<file path="config.mk">
export PLATFORM = sky130hd
export DESIGN_NAME = balance_monitor
export DESIGN_NICKNAME = d
export VERILOG_FILES = /design/src/rtl/balance_monitor.sv
export SDC_FILE = /design/constraint.sdc
export NUM_CORES = 1
export LEC_CHECK = 0
export CAP_MARGIN = 25
export CORE_UTILIZATION = 40
export DETAILED_ROUTE_END_ITERATION = 8
export SKIP_CTS_REPAIR_TIMING = 1
export SYNTH_ARGS = -nofsm -noshare
export SYNTH_HDL_FRONTEND = slang
export SYNTH_SLANG_ARGS = --single-unit
</file>
<file path="constraint.sdc">
create_clock -name clk_i -period 12.4 [get_ports clk_i]
set_input_delay 2.48 -clock clk_i [delete_from_list [all_inputs] [get_ports clk_i]]
set_output_delay 2.48 -clock clk_i [all_outputs]
set_load 0.01 [all_outputs]
</file>
<file path="src/rtl/balance_monitor.sv">
// Lane balance monitor: accumulates per-lane set-bit counts over a window and reports pairwise imbalance.
// Optional macro BALANCE_MON_SAT_EN: saturate accumulators instead of wrapping modulo 2^ACC_B.
module balance_monitor #(
   parameter int unsigned DATA_WIDTH = 32,
   parameter int unsigned SBIT_CNT_B = $clog2(DATA_WIDTH) + 1,
   parameter int unsigned LANES      = 4,
   parameter int unsigned WINDOW     = 16,
   parameter int unsigned ACC_B      = 12,
   localparam int unsigned WP_W      = (LANES > 2) ? $clog2(LANES - 1) : 1
) (
   input  logic                                  clk_i,
   input  logic                                  rst_ni,
   input  logic                                  en_i,
   input  logic                                  valid_i,
   output logic                                  ready_o,
   input  logic [LANES-1:0][SBIT_CNT_B-1:0]      lane_sbit_cnt_i,
   input  logic [ACC_B-1:0]                      thresh_i,
   output logic [LANES-2:0][ACC_B-1:0]           balance_cnt_o,
   output logic [LANES-2:0]                      imbalance_o,
   output logic [WP_W-1:0]                       worst_pair_o,
   output logic                                  done_o
);

   localparam int unsigned CNT_W = $clog2(WINDOW);
   localparam logic [ACC_B-1:0] ACC_MAX = '1;
`ifdef BALANCE_MON_SAT_EN
   localparam int unsigned SUM_W = ((SBIT_CNT_B > ACC_B) ? SBIT_CNT_B : ACC_B) + 1;
`endif

   typedef enum logic [1:0] {IDLE, ACCUM, EVAL} state_t;

   state_t                       state;
   logic [CNT_W-1:0]             cnt;
   logic [ACC_B-1:0]             acc     [LANES];
   logic [ACC_B-1:0]             acc_sum [LANES];
   logic signed [ACC_B:0]        diff_c  [LANES-1];
   logic [LANES-2:0][ACC_B-1:0]  mag_c;
   logic [LANES-2:0]             imb_c;
   logic [WP_W-1:0]              worst_c;
   logic [ACC_B-1:0]             max_c;
`ifdef BALANCE_MON_SAT_EN
   logic [SUM_W-1:0]             sum_w   [LANES];
`endif

   // Accumulator values including the sample presented this cycle
   always_comb begin
      for (int l = 0; l < LANES; l++) begin
`ifdef BALANCE_MON_SAT_EN
         sum_w[l]   = SUM_W'(acc[l]) + SUM_W'(lane_sbit_cnt_i[l]);
         acc_sum[l] = (sum_w[l] > SUM_W'(ACC_MAX)) ? ACC_MAX : ACC_B'(sum_w[l]);
`else
         acc_sum[l] = acc[l] + ACC_B'(lane_sbit_cnt_i[l]);
`endif
      end
   end

   // Pairwise magnitudes, threshold flags and first-maximum search over the final sums
   always_comb begin
      mag_c   = '0;
      imb_c   = '0;
      worst_c = '0;
      for (int i = 0; i < LANES - 1; i++) begin
         diff_c[i] = $signed({1'b0, acc_sum[i]}) - $signed({1'b0, acc_sum[i+1]});
         mag_c[i]  = diff_c[i][ACC_B] ? ACC_B'(-diff_c[i]) : ACC_B'(diff_c[i]);
         imb_c[i]  = mag_c[i] > thresh_i;
      end
      max_c = mag_c[0];
      for (int i = 1; i < LANES - 1; i++) begin
         if (mag_c[i] > max_c) begin
            max_c   = mag_c[i];
            worst_c = WP_W'(i);
         end
      end
   end

   // Window FSM; results are registered on the WINDOW-th accepted sample so they appear in EVAL
   always_ff @(posedge clk_i or negedge rst_ni) begin
      if (!rst_ni) begin
         state         <= IDLE;
         cnt           <= '0;
         for (int l = 0; l < LANES; l++) acc[l] <= '0;
         balance_cnt_o <= '0;
         imbalance_o   <= '0;
         worst_pair_o  <= '0;
         done_o        <= 1'b0;
         ready_o       <= 1'b0;
      end else begin
         done_o <= 1'b0;
         case (state)
            IDLE: begin
               if (en_i) begin
                  state   <= ACCUM;
                  ready_o <= 1'b1;
                  cnt     <= '0;
                  for (int l = 0; l < LANES; l++) acc[l] <= '0;
               end
            end
            ACCUM: begin
               if (!en_i) begin
                  state   <= IDLE;
                  ready_o <= 1'b0;
                  cnt     <= '0;
                  for (int l = 0; l < LANES; l++) acc[l] <= '0;
               end else if (valid_i) begin
                  if (cnt == CNT_W'(WINDOW - 1)) begin
                     state         <= EVAL;
                     ready_o       <= 1'b0;
                     done_o        <= 1'b1;
                     balance_cnt_o <= mag_c;
                     imbalance_o   <= imb_c;
                     worst_pair_o  <= worst_c;
                     cnt           <= '0;
                     for (int l = 0; l < LANES; l++) acc[l] <= '0;
                  end else begin
                     cnt <= cnt + CNT_W'(1);
                     for (int l = 0; l < LANES; l++) acc[l] <= acc_sum[l];
                  end
               end
            end
            EVAL: begin
               cnt <= '0;
               for (int l = 0; l < LANES; l++) acc[l] <= '0;
               if (en_i) begin
                  state   <= ACCUM;
                  ready_o <= 1'b1;
               end else begin
                  state   <= IDLE;
               end
            end
            default: begin
               state   <= IDLE;
               ready_o <= 1'b0;
            end
         endcase
      end
   end

endmodule
</file>
Word level (Yosys, flattened, before mapping)
Cells that the tools add are included.
Operators by class
  add/subtract/negate cells: 11
  order comparisons: 5
  equality and inequality tests: 7
  muxes and demuxes: 31
  reduce and logical (&&, ||, !) cells: 7
Operator list (count)
  two-way mux 48 bit: 4
  case mux 48 bit (3 select lines): 1
  > comparator 12 bit: 5
  adder 12 x 6 -> 12 bit: 4
  two-way mux 12 bit: 4
  subtractor 12 x 12 -> 13 bit: 3
  negator 12 bit: 3
  two-way mux 4 bit: 4
  case mux 4 bit (3 select lines): 1
  two-way mux 1 bit: 10
  two-way mux 2 bit: 5
  AND reduction 3 bit: 3
  inequality test 3 bit (second input constant): 2
  case mux 2 bit (3 select lines): 1
  adder 4 x 1 -> 4 bit (second input constant): 1
  == test 4 bit (second input constant): 1
  AND reduction 4 bit: 1
  nonzero test 3 bit: 1
  == test 2 x 1 -> 1 bit (second input constant): 1
  == test 2 bit (second input constant): 1
  zero test 2 bit: 1
  inequality test 2 x 1 -> 1 bit (second input constant): 1
  inequality test 2 bit (second input constant): 1
  case mux 1 bit (2 select lines): 1
  OR reduction 2 bit: 1
Storage, ports and cells
  register bits: 97
  output and inout bits: 43

Logic depth before layout (Yosys ltp)
  depth after elaboration: 8
  gate-level depth with buffers: 41

Worst setup path before layout
No wires, ideal clock.
  kind: in2reg
  from: input port lane_sbit_cnt_i[12] in the netlist's numbering
  to: register worst_pair_o[0]
  setup time: 0.095 ns
  arrival time: 9.428 ns
  data required time: 12.305 ns
  setup slack: 2.876 ns
  cell stages on the path: 38
  cell sequence: ha_1 fa_1 a21o_1 a21oi_1 nor2b_2 o21a_1 nor2_1 xor2_1 ha_1 or2_2 o21ai_0 a31oi_2 maj3_2 a41o_1 buf_1 nor2_1 xnor2_1 ha_1 (+2 left out) nor2b_1 o21ai_0 nand2b_1 a21oi_1 inv_1 maj3_2 a21o_1 o21ai_4 buf_12 mux2i_1 ha_1 a21o_1 a21o_1 a21oi_1 nor2_1 a2111oi_0 nor2_1 o31ai_1
RTL lines
  start, declared: RTL line 16  | input logic [LANES-1:0][SBIT_CNT_B-1:0] lane_sbit_cnt_i,
  end signal, assigned: RTL line 111  | worst_pair_o <= worst_c;
  end, declared: RTL line 20  | output logic [WP_W-1:0] worst_pair_o,

==> impl_metrics.py <==
metrics = {
    "power": {
        "p_int_mw": 1.36,
        "cellPowerDensity_nw_per_um2": 257,
        "p_leak_nw": 5.03,
        "clkPwrFrac_pct": 10.8,
        "combinationalPowerShare_pct": 76.9,
        "p_sw_share_pct": 49.9,
        "power.switching_mw": 1.35,
        "ir_worst_vdd_v": 0.000178,
        "pwr-share-seq_pct": 12.3,
    },
    "run": {
        "max_cap_violations": 0,
    },
    "grt": {
        "grt_max_degree": 70,
        "grt_util_met3_pct": 2.55,
        "busiest_layer": "met2",
        "grt_pass1_wl_mm": 39.7,
        "grt_antenna_before_repair": 1,
        "grt_usage_pct": 21.4,
        "gr-usage-met2_pct": 34.4,
        "grt_pass1_vias": 7532,
        "grt_util_met1_pct": 30.0,
        "grt_overflow": 0,
    },
    "sta": {
        "holdWs_ns": 0.476,
        "setup_violations": 0,
        "skew_ns": 0.0113,
        "relSlewSlack_pct": 37.4,
        "finalMaxSlewViolations": 0,
        "min_period_ns": 10.32,
        "rsz0062_at_grt": "no",
        "worstMarginPinSlew_ns": 0.939,
        "fin_setup_tns_ns": 0,
        "hold_viol": 0,
        "period_share_pct": 83.2,
        "clock.fmax_mhz": 96.9,
    },
    "drt": {
        "dr.pass1.iters": 5,
        "drt_iter0_drc": 455,
        "via_per_inst": 5.44,
        "wl_per_cell_um": 16.9,
        "drc": 0,
        "dr_total_vias": 7640,
        "ant_nets": 0,
        "drt_wl_total_mm": 23.8,
    },
    "final_layout": {
        "design_area_sq_um": 10500,
        "stdcell_count": 1405,
        "nFillCells": 2147,
        "final_common_cell": "nand2_1",
        "fin_util_pct": 47.7,
        "num_antenna_cells": 0,
        "layout_common_cells": "nand2_1 (129), ha_1 (115), dfrtp_1 (97), o21ai_0 (84), clkdlybuf4s50_1 (81)",
        "drive_above_1_share_pct": 7.82,
        "seq_area_sq_um": 2430,
        "multi_input_area_sq_um": 6320,
        "fin_nets": 1282,
        "area_growth_pct": 15.2,
    },
    "logic_synthesis": {
        "syn_area_per_cell_sq_um": 8.71,
        "yosys_warnings": 0,
        "yosysTopAreaCell": "dfrtp_1",
        "ys_ff_latch": 97,
        "synthTopCellsByArea": "dfrtp_1 (27%), ha_1 (16%), xnor2_1 (5.6%)",
        "synth_edf_count": 0,
        "ys.flop_type": "dfrtp_1",
        "ys_seq_area_share_pct": 26.5,
        "synthArstFlopShare_pct": 100,
        "synth.distinct_cells": 92,
        "synth_top_area_share_pct": 26.5,
        "syn_inst": 1051,
        "synth_fp_nets": 1213,
        "synth_area_sq_um": 9150,
    },
    "setup_path": {
        "crit_fanout": 12,
        "path_class": "in2reg",
        "critPathRequiredTime_ns": 12.67,
        "crit_top_cell": "a21o_1",
        "slowest_stage": "o21ai_4",
        "cp-start-kind": "input pin",
        "cp.arrival_ns": 10.59,
        "r2r-start": "acc[12]",
        "cp_num_buf_inv": 2,
        "reg2reg_depth": 36,
        "critPathCaptureType": "flip-flop",
        "r2r_end": "worst_pair_o[0]",
        "critPathMaxStageDelay_ns": 0.43,
        "reg2reg_slack_ns": 4.22,
        "cp_top_family": "compound AO/OA/AOI/OAI gates",
    },
    "placed_design": {
        "io_buffers": 82,
        "gp_congestion": 0.906,
        "hpwl_mm": 18.7,
        "post-place-cells": 1389,
        "placed_cell_area_sq_um": 10200,
    },
    "floorplanning": {
        "core_area_sq_um": 22100,
        "dieArea_sq_um": 23500,
        "pin_count": 83,
        "fp.dieH_um": 153,
        "die_x_um": 153,
        "floorplan.initialDensity_pct": 41.4,
        "fp-row-count": 54,
    },
    "hold_path": {
        "min_from": "balance_cnt_o[21]",
        "hold_end": "balance_cnt_o[21]",
        "hold_depth": 2,
        "hp-class": "reg2reg",
    },
    "clock_tree": {
        "ctsHtreeMaxLevel": 3,
        "numCtsBuffers": 9,
        "root_buffer": "clkbuf_16",
        "clk_pin_slew_ns": 0.08,
        "cts_tree": "done",
        "clk-insertion-delay-late_ns": 0.36,
        "cts_sinks": 97,
        "clockBufferDepth": 2,
    },
    "status": {
        "status": "finished clean",
    },
}
[power by group through the flow]
stage                     Sequential, mW  Combinational, mW  Clock, mW
after floorplan                    0.337               1.62          0
after global placement             0.339               2.03          0
after detailed placement           0.339               2.07          0
after CTS                          0.333               2.08      0.303
after global routing               0.335               2.35      0.312
final                              0.333               2.08      0.292
[through the flow]
step	worst slack, ns	power (mW)
global route	1.36	3.00
floorplan	2.88	1.96
detailed placement	1.70	2.41
global placement	1.88	2.37
CTS	2.09	2.72
finish	2.08	2.71
[cells in the mapped netlist (7+ instances only)]
| master | count |
|---|---|
| a21oi_1 | 41 |
| a21o_1 | 41 |
| inv_1 | 67 |
| nand2b_1 | 13 |
| fa_1 | 7 |
| dfrtp_1 | 97 |
| mux2i_1 | 13 |
| o31ai_1 | 21 |
| nand3_1 | 18 |
| nor2b_1 | 16 |
| a31oi_1 | 8 |
| o21a_1 | 8 |
| xnor2_1 | 58 |
| mux2_2 | 13 |
| xor2_1 | 32 |
| a22o_1 | 10 |
| clkbuf_1 | 20 |
| nor3b_1 | 10 |
| ha_1 | 115 |
| o21ai_0 | 84 |
| nor3_1 | 18 |
| nand4_1 | 18 |
| a211oi_1 | 11 |
| nand2_1 | 129 |
| nor2_1 | 68 |
[kinds of logic after synthesis]
family,Yosys count,share of synthesized area [%]
AO/OA/AOI/OAI,279,21.2
XOR/XNOR,96,10.0
buffers and inverters,100,4.38
AND/OR/NAND/NOR,327,17.1
adder cells (fa/ha/maj),126,17.7
multiplexers,26,3.02
flip-flops,97,26.5
[flip-flops by register name (all words and copies together), names as in the netlist]
| signal | cells |
|---|---|
| worst_pair_o | 2 |
| imbalance_o | 3 |
| cnt | 4 |
| ready_o | 1 |
| state | 2 |
| done_o | 1 |
| balance_cnt_o | 36 |
| acc | 48 |
[worst max path at each step]
stage	slack, ns	cells past startpoint	from	to
after floorplan	2.88	38	lane_sbit_cnt_i[12]	worst_pair_o[0]
after global placement	1.88	36	lane_sbit_cnt_i[12]	worst_pair_o[0]
after detailed placement	1.70	38	lane_sbit_cnt_i[12]	worst_pair_o[0]
after CTS	2.09	37	lane_sbit_cnt_i[12]	worst_pair_o[0]
after global routing	1.36	36	lane_sbit_cnt_i[0]	worst_pair_o[0]
final	2.08	37	lane_sbit_cnt_i[12]	worst_pair_o[0]
[routing by layer]
| layer | share of wire [%] | vias to the layer above |
|---|---|---|
| met1 | 50 | 3591 |
| met4 | 1.9 | 0 |
| met2 | 45 | 135 |
| met5 | 0 | - |
| li1 | - | 3892 |
| met3 | 3.4 | 22 |
[cell type report]
type / count / area share, %
Clock buffer: 10 / 2.17
Clock inverter: 6 / 0.617
Inverter: 69 / 2.46
Multi-Input combinational cell: 854 / 60.0
Sequential cell: 97 / 23.0
Tap cell: 280 / 3.32
Timing Repair Buffer: 89 / 8.43
[tightest hold or removal path, cell delays in order, from the launching register on]
cell	delay [ns]
dfrtp_1	0.34
nand2_1	0.05
nand2_1	0.06
Power figures use the tool's default switching activity.
